--- src/rtl/contador_bcd_n.sv ---
// N-digit BCD up/down counter with validated parallel load, terminal-count and overflow pulse.
// Optional macro CONTADOR_BCD_SAT_EN: saturate at the terminal value instead of wrapping.
module bcd_lane (
  input  logic [3:0] val,
  input  logic       up,
  input  logic       cin,
  output logic [3:0] nxt,
  output logic       cout,
  output logic       is9,
  output logic       is0
);
  always_comb begin
    nxt  = val;
    cout = 1'b0;
    if (cin) begin
      if (up) begin
        if (val == 4'd9) begin
          nxt  = 4'd0;
          cout = 1'b1;
        end else begin
          nxt = val + 4'd1;
        end
      end else begin
        if (val == 4'd0) begin
          nxt  = 4'd9;
          cout = 1'b1;
        end else begin
          nxt = val - 4'd1;
        end
      end
    end
  end

  assign is9 = (val == 4'd9);
  assign is0 = (val == 4'd0);
endmodule

module contador_bcd_n #(
  parameter int  DIGITS = 4,
  localparam int W      = 4*DIGITS
) (
  input  logic         clk_reloj,
  input  logic         rst_reset,
  input  logic         en_i,
  input  logic         up_i,
  input  logic         ld_i,
  input  logic [W-1:0] d_i,
  output logic [W-1:0] q,
  output logic         tc_o,
  output logic         carry_o,
  output logic         ld_err_o
);
  logic [DIGITS-1:0][3:0] cnt, nxt;
  logic [DIGITS-1:0]      cin, cy, is9, is0, bad;
  logic                   ovf;

  // Carry/borrow ripples combinationally through all lanes in one cycle.
  for (genvar k = 0; k < DIGITS; k++) begin : g_lane
    if (k == 0) begin : g_lsd
      assign cin[k] = 1'b1;
    end else begin : g_rest
      assign cin[k] = cy[k-1];
    end
    assign bad[k] = d_i[4*k+3] & (d_i[4*k+2] | d_i[4*k+1]);
    bcd_lane u_lane (
      .val  (cnt[k]),
      .up   (up_i),
      .cin  (cin[k]),
      .nxt  (nxt[k]),
      .cout (cy[k]),
      .is9  (is9[k]),
      .is0  (is0[k])
    );
  end

  // A carry out of the top lane is exactly "counting while at terminal value".
  assign ovf  = cy[DIGITS-1];
  assign tc_o = up_i ? (&is9) : (&is0);
  assign q    = cnt;

  always_ff @(posedge clk_reloj) begin
    if (rst_reset) begin
      cnt      <= '0;
      carry_o  <= 1'b0;
      ld_err_o <= 1'b0;
    end else begin
      carry_o  <= 1'b0;
      ld_err_o <= 1'b0;
      if (ld_i) begin
        if (|bad) ld_err_o <= 1'b1;
        else      cnt      <= d_i;
      end else if (en_i) begin
        carry_o <= ovf;
`ifdef CONTADOR_BCD_SAT_EN
        if (!ovf) cnt <= nxt;
`else
        cnt <= nxt;
`endif
      end
    end
  end
endmodule

--- config.mk ---
export PLATFORM = sky130hd
export DESIGN_NAME = contador_bcd_n
export DESIGN_NICKNAME = d
export VERILOG_FILES = /design/src/rtl/contador_bcd_n.sv
export SDC_FILE = /design/constraint.sdc
export NUM_CORES = 1
export LEC_CHECK = 0
export CELL_PAD_IN_SITES_DETAIL_PLACEMENT = 1
export CELL_PAD_IN_SITES_GLOBAL_PLACEMENT = 1
export CORE_MARGIN = 1
export CORE_UTILIZATION = 37
export CTS_CLUSTER_DIAMETER = 40
export DETAILED_ROUTE_END_ITERATION = 8
export GPL_ROUTABILITY_DRIVEN = 0
export HOLD_SLACK_MARGIN = 0.15
export PLACE_DENSITY = 0.95
export SLEW_MARGIN = 10
export SYNTH_ARGS = -nofsm -noshare
export SYNTH_HDL_FRONTEND = slang
export SYNTH_SLANG_ARGS = --single-unit
--- constraint.sdc ---
create_clock -name clk_reloj -period 6.1 [get_ports clk_reloj]
set_input_delay 0.61 -clock clk_reloj [delete_from_list [all_inputs] [get_ports clk_reloj]]
set_output_delay 0.61 -clock clk_reloj [all_outputs]
set_load 0.005 [all_outputs]
==> results.sh, run 1 <==
export IMPL_worstPathRequired_ns=5.49
export IMPL_synthTopCellsByArea="dfxtp_1 (23%), nor2_1 (5.8%), a21oi_1 (4.8%)"
export IMPL_end_kind="primary output"
export IMPL_rsz0062_at_grt="no"
export IMPL_start_kind="input pin"
export IMPL_netlist_area_um2=1560
export IMPL_port_buffers=39
export IMPL_drc=0
export IMPL_cts_setup_buffers=0
export IMPL_gr_total_overflow=0
export IMPL_cellPowerDensity_nw_per_um2=182
export IMPL_synth_cell_types=57
export IMPL_first_iter_violations=126
export IMPL_drv_slew=0
export IMPL_fmax_ghz=0.298
export IMPL_peakVddDrop_mv=0.0793
export IMPL_synth_avg_cell_area_um2=7.22
export IMPL_layout_setup_ws_ns=2.75
export IMPL_hold_viol=0
export IMPL_yosysSeqAreaShare_pct=23.1
export IMPL_die_x_um=66.9
export IMPL_synth_seq_cells=18
export IMPL_route_vias_total=1769
export IMPL_layout_drive_gt1_share_pct=5.02
export IMPL_status="finished clean"
export IMPL_dieArea_um2=4480
export IMPL_p_leak_nw=0.674
export IMPL_wl_per_cell_um=16.3
export IMPL_final_util_pct=49.4
export IMPL_core_um2=4030
export IMPL_syn_nets=237
export IMPL_clkTransAtPathRegs_ns=0.08
export IMPL_hold_path_class="reg -> reg"
export IMPL_relSlewSlack_pct=39.3
export IMPL_cap_violations=0
export IMPL_initial_core_util_pct=38.7
export IMPL_cts_resized_gates=0
export IMPL_worst_ep_arrival_time_ns=2.74
export IMPL_pre_cts_ws_ns=2.76
export IMPL_fp_row_count=23
export IMPL_top_level_ports=40
export IMPL_area_growth_pct=27.7
export IMPL_clock_path_buffers=2
export IMPL_grt_pass1_vias=1587
export IMPL_nFillCells=530
export IMPL_nets=261
export IMPL_clock_root_buffer="clkbuf_8"
export IMPL_yosysWarningCount=0
export IMPL_ctsHoldBuffers=0
export IMPL_insertion_delay_ns=0.26
export IMPL_synth_edf_count=0
export IMPL_whs_ns=0.634
export IMPL_finClkSkew_ns=0.00779
export IMPL_yosysTopAreaCell="dfxtp_1"
export IMPL_async_flop_share_pct=0
export IMPL_post_route_min_period_ns=3.35
export IMPL_cts_tree="built"
export IMPL_fin_setup_tns_ns=0
export IMPL_htreeDepth=1
export IMPL_wirelength_mm=4.73
export IMPL_vias_per_cell=6.12
export IMPL_synthFlopType="dfxtp_1"
export IMPL_cts_sinks=18
export IMPL_multi_input_area_um2=1080
export IMPL_ant_nets=0
export IMPL_syn_inst=216
export IMPL_tightest_slew_ns=0.908
export IMPL_first_pass_iters=4
export IMPL_die_h_um=66.9
export IMPL_diodes=0
export IMPL_crit_type="in -> out"
export IMPL_antenna_found_initial=0
export IMPL_cts_buffers=3
export IMPL_synth_top_area_share_pct=23.1
export IMPL_path_max_fanout=36
export IMPL_fin_crit_sh_pct=55.0
export IMPL_seq_area_um2=360
export IMPL_grt_use_total_pct=23.0
export IMPL_hpwl_mm=3.30
export IMPL_grt_pass1_wl_mm=7.91
export IMPL_grt_max_degree=37
export IMPL_setup_violations=0
[worst max-delay path, stage by stage]
cell	delay [ns]
clkdlybuf4s50_1	0.39
buf_4	0.24
nor2_1	0.23
nor4b_1	0.26
a21oi_1	0.11
nor4_1	0.31
clkdlybuf4s50_1	0.58
[cell families (layout without fill, tap and decap cells)]
group / Yosys count / count (layout) / share of synthesized area (%)
xor+xnor: 5 / 5 / 2.81
flops: 18 / 18 / 23.1
compound gates: 70 / 70 / 33.5
buf+inv: 30 / 53 / 7.78
simple gates: 89 / 89 / 30.3
mux: 4 / 4 / 2.57
[state kept, by name (all words and copies together) (netlist names)]
name,cells
q,16
carry_o,1
ld_err_o,1
[final cells by class]
type / count / share of cell area [%]
inverter: 8 / 1.51
sequential: 18 / 18.1
timing repair buffer: 41 / 20.4
clock buffer: 4 / 2.77
tap: 50 / 3.14
multi-input combinational: 168 / 54.1
[per-layer routing]
| metal | global-route usage [%] | up-vias | part of all wire [%] |
|---|---|---|---|
| met5 | 0 | - | 0 |
| met2 | 37.9 | 50 | 47 |
| met1 | 31.0 | 857 | 47 |
| li1 | - | 860 | - |
| met3 | 2.74 | 2 | 5.1 |
| met4 | 6.65 | 0 | 0.49 |
[path summary, 6_finish.rpt]
path | endpoint | startpoint | slack [ns] | cells past startpoint
max | tc_o | up_i | 2.75 | 7
min | q[7] | q[7] | 0.63 | 2
max reg2reg | q[12] | q[0] | 3.90 | 5
min reg2reg | q[7] | q[7] | 0.63 | 2
[report_power, final]
part / switching, mW / internal, mW / total [mW]
combinational: 0.0544 / 0.0589 / 0.113
sequential: 0.0223 / 0.125 / 0.148
clock: 0.0438 / 0.0574 / 0.101
[layout by cell type (no fill, tap or decap), types with 3 or more instances in the layout]
master	instances
nand2b_1	4
xnor2_1	3
dfxtp_1	18
a311oi_1	5
mux2i_1	4
nand3_1	6
inv_1	8
clkbuf_8	4
a21oi_1	15
nor2_1	24
and3_1	4
a211oi_1	3
o31ai_1	4
nor3_1	10
nand2_1	12
nor2b_1	4
o21ai_0	12
nor4_1	7
clkdlybuf4s50_1	39
o2111ai_1	3
[through the flow]
step,std cells,power [mW],cell area [um^2]
6_report,289,0.362,1990
5_1_grt,289,0.386,1990
4_1_cts,289,0.366,1990
3_5_place_dp,285,0.263,1940
3_3_place_gp,285,0.259,1940
2_1_floorplan,216,0.215,1560
[synthesized netlist by cell type (2+ instances only)]
master and number:
a211oi_1 3, and2_1 2, and3_1 4, inv_1 8, nand4b_1 2, o31ai_1 4, nand2_1 12, nand3_1 6
nor2b_1 4, nand3b_1 2, a21oi_1 15, a31oi_1 2, buf_1 2, nor2_1 24, o22ai_1 2, o21ai_0 12
nor4_1 7, nor3_1 10, nand4_1 2, a311oi_1 5, nand2b_1 4, dfxtp_1 18, o2111ai_1 3, mux2i_1 4
clkbuf_1 18, a221o_1 2, xnor2_1 3, or4_1 2, o211ai_1 2, xor2_1 2, o21a_1 2, or2_2 2
nor3b_1 2
Note: power is estimated with default switching activity, not from simulation.
==> inputs of run 2 (changes only) <==
--- a/config.mk
+++ b/config.mk
@@ -8,12 +8,12 @@
 export CELL_PAD_IN_SITES_DETAIL_PLACEMENT = 1
 export CELL_PAD_IN_SITES_GLOBAL_PLACEMENT = 1
 export CORE_MARGIN = 1
-export CORE_UTILIZATION = 37
+export CORE_UTILIZATION = 31
 export CTS_CLUSTER_DIAMETER = 40
 export DETAILED_ROUTE_END_ITERATION = 8
 export GPL_ROUTABILITY_DRIVEN = 0
 export HOLD_SLACK_MARGIN = 0.15
-export PLACE_DENSITY = 0.95
+export PLACE_DENSITY = 0.88
 export SLEW_MARGIN = 10
 export SYNTH_ARGS = -nofsm -noshare
 export SYNTH_HDL_FRONTEND = slang
==> constraint.sdc (replaced) <==
create_clock -name clk_reloj -period 3.04 [get_ports clk_reloj]
set_input_delay 0.304 -clock clk_reloj [delete_from_list [all_inputs] [get_ports clk_reloj]]
set_output_delay 0.304 -clock clk_reloj [all_outputs]
set_load 0.005 [all_outputs]
==> results.sh, run 2 (synthesis gave the netlist of run 1 again) <==
export IMPL_max_stage_delay_ns=0.57
export IMPL_cts_resized_gates=0
export IMPL_drc=0
export IMPL_worstPathRequired_ns=2.74
export IMPL_ctsHoldBuffers=0
export IMPL_port_buffers=39
export IMPL_clock_path_buffers=2
export IMPL_p_leak_nw=0.684
export IMPL_crit_slowest_cell="clkdlybuf4s50_1"
export IMPL_antenna_found_initial=0
export IMPL_die_x_um=72.9
export IMPL_critPathBufInv=1
export IMPL_vias_per_cell=5.80
export IMPL_fin_setup_tns_ns=0
export IMPL_grtUsageMet1_pct=26.7
export IMPL_cts_buffers=3
export IMPL_swShare_pct=34.4
export IMPL_htreeDepth=1
export IMPL_largest_register_ffs=16
export IMPL_status="finished clean"
export IMPL_cpLargestDelayFamily="simple AND/OR/NAND/NOR gates"
export IMPL_grt_busiest_layer="met2"
export IMPL_post_route_min_period_ns=2.71
export IMPL_setup_violations=0
export IMPL_dieArea_um2=5320
export IMPL_p_sw_mw=0.255
export IMPL_cts_tree="built"
export IMPL_use_met2_pct=37.3
export IMPL_hold_path_class="in -> reg"
export IMPL_start_kind="register"
export IMPL_end_kind="primary output"
export IMPL_finClkSkew_ns=0.00164
export IMPL_crit_type="reg -> out"
export IMPL_pwr_share_seq_pct=39.5
export IMPL_core_um2=4790
export IMPL_clock_root_buffer="clkbuf_8"
export IMPL_cellPowerDensity_nw_per_um2=367
export IMPL_layout_commonest_cell="clkdlybuf4s50_1"
export IMPL_grt_pass1_wl_mm=8.76
export IMPL_ant_nets=0
export IMPL_path_max_fanout=14
export IMPL_grt_use_total_pct=21.1
export IMPL_fp_row_count=25
export IMPL_hpwl_mm=3.77
export IMPL_p_int_mw=0.488
export IMPL_first_pass_iters=4
export IMPL_worst_ep_arrival_time_ns=2.40
export IMPL_nets=263
export IMPL_initial_core_util_pct=32.6
export IMPL_first_iter_violations=126
export IMPL_final_cell_mix="clkdlybuf4s50_1 (39), nor2_1 (24), dfxtp_1 (18)"
export IMPL_insertion_delay_ns=0.26
export IMPL_cap_violations=0
export IMPL_relSlewSlack_pct=61.1
export IMPL_gr_total_overflow=0
export IMPL_cp_cell_sequence="or3_4 > nor4b_1 > a21oi_1 > nor4_1 > clkdlybuf4s50_1"
export IMPL_layout_drive_gt1_share_pct=5.81
export IMPL_hold_viol=0
export IMPL_die_h_um=72.9
export IMPL_route_vias_total=1786
export IMPL_p_comb_share_pct=31.9
export IMPL_cts_setup_buffers=0
export IMPL_fmax_ghz=0.369
export IMPL_diodes=0
export IMPL_peakVddDrop_mv=0.191
export IMPL_nFillCells=609
export IMPL_clkPwrFrac_pct=28.5
export IMPL_tightest_slew_ns=0.581
export IMPL_area_growth_pct=30.0
export IMPL_drv_slew=0
export IMPL_wirelength_mm=5.21
export IMPL_grt_use_met3_pct=4.42
export IMPL_wl_per_cell_um=16.9
export IMPL_final_util_pct=42.4
export IMPL_top_level_ports=40
export IMPL_grt_pass1_vias=1803
export IMPL_rsz0062_at_grt="no"
export IMPL_grt_max_degree=34
export IMPL_fin_crit_sh_pct=89.1
export IMPL_clkTransAtPathRegs_ns=0.08
export IMPL_cts_sinks=18
[run 2: cell types whose count changed in the layout (fill, tap and decap cells not counted)]
cell / before / now
buf_4: 2 / 4
[run 2: through the flow]
step / instance area [um^2] / hold WS [ns] / power, mW / worst slack, ns / instances
floorplan: 1560 / 0.466 / 0.432 / 1.05 / 216
global placement: 1970 / 0.596 / 0.524 / 0.518 / 304
detailed placement: 1970 / 0.637 / 0.533 / 0.509 / 304
CTS: 2030 / 0.629 / 0.744 / 0.332 / 308
global route: 2030 / 0.657 / 0.781 / 0.170 / 308
finish: 2030 / 0.625 / 0.743 / 0.332 / 308
[run 2: power by group through the flow]
stage               sequential (mW)  clock [mW]  combinational [mW]
finish                        0.294       0.212               0.237
global route                  0.298       0.220               0.263
CTS                           0.293       0.213               0.238
detailed placement            0.298           0               0.235
global placement              0.297           0               0.227
floorplan                     0.273           0               0.160
[run 2: metal layers]
layer	wire (um)	vias to the layer above
met5	0	-
met4	38	0
met3	233	6
met2	2540	46
met1	2410	866
li1	-	868
[run 2: worst register-to-register path: cells and delay by family, from the launching register on]
kind / cells / cell delay [ns]
AOI/OAI and AO/OA: 3 / 1.14
and+or+nand+nor: 2 / 0.52
DFF: 1 / 0.47
[run 2: worst paths after layout]
check           from     to  slack, ns  cells after the start
max             q[0]   tc_o       0.33                      5
min          d_i[12]  q[12]       0.62                      3
max reg2reg     q[0]  q[15]       0.81                      5
min reg2reg    q[10]  q[10]       0.62                      2
[run 2: final cells by class]
class                           count  area [um^2]  area share (%)
Inverter                            8         30.0            1.48
Tap cell                           67         83.8            4.14
Sequential cell                    18          360            17.8
Timing Repair Buffer               43          420            20.7
Clock buffer                        4         55.1            2.72
Multi-Input combinational cell    168         1080            53.1
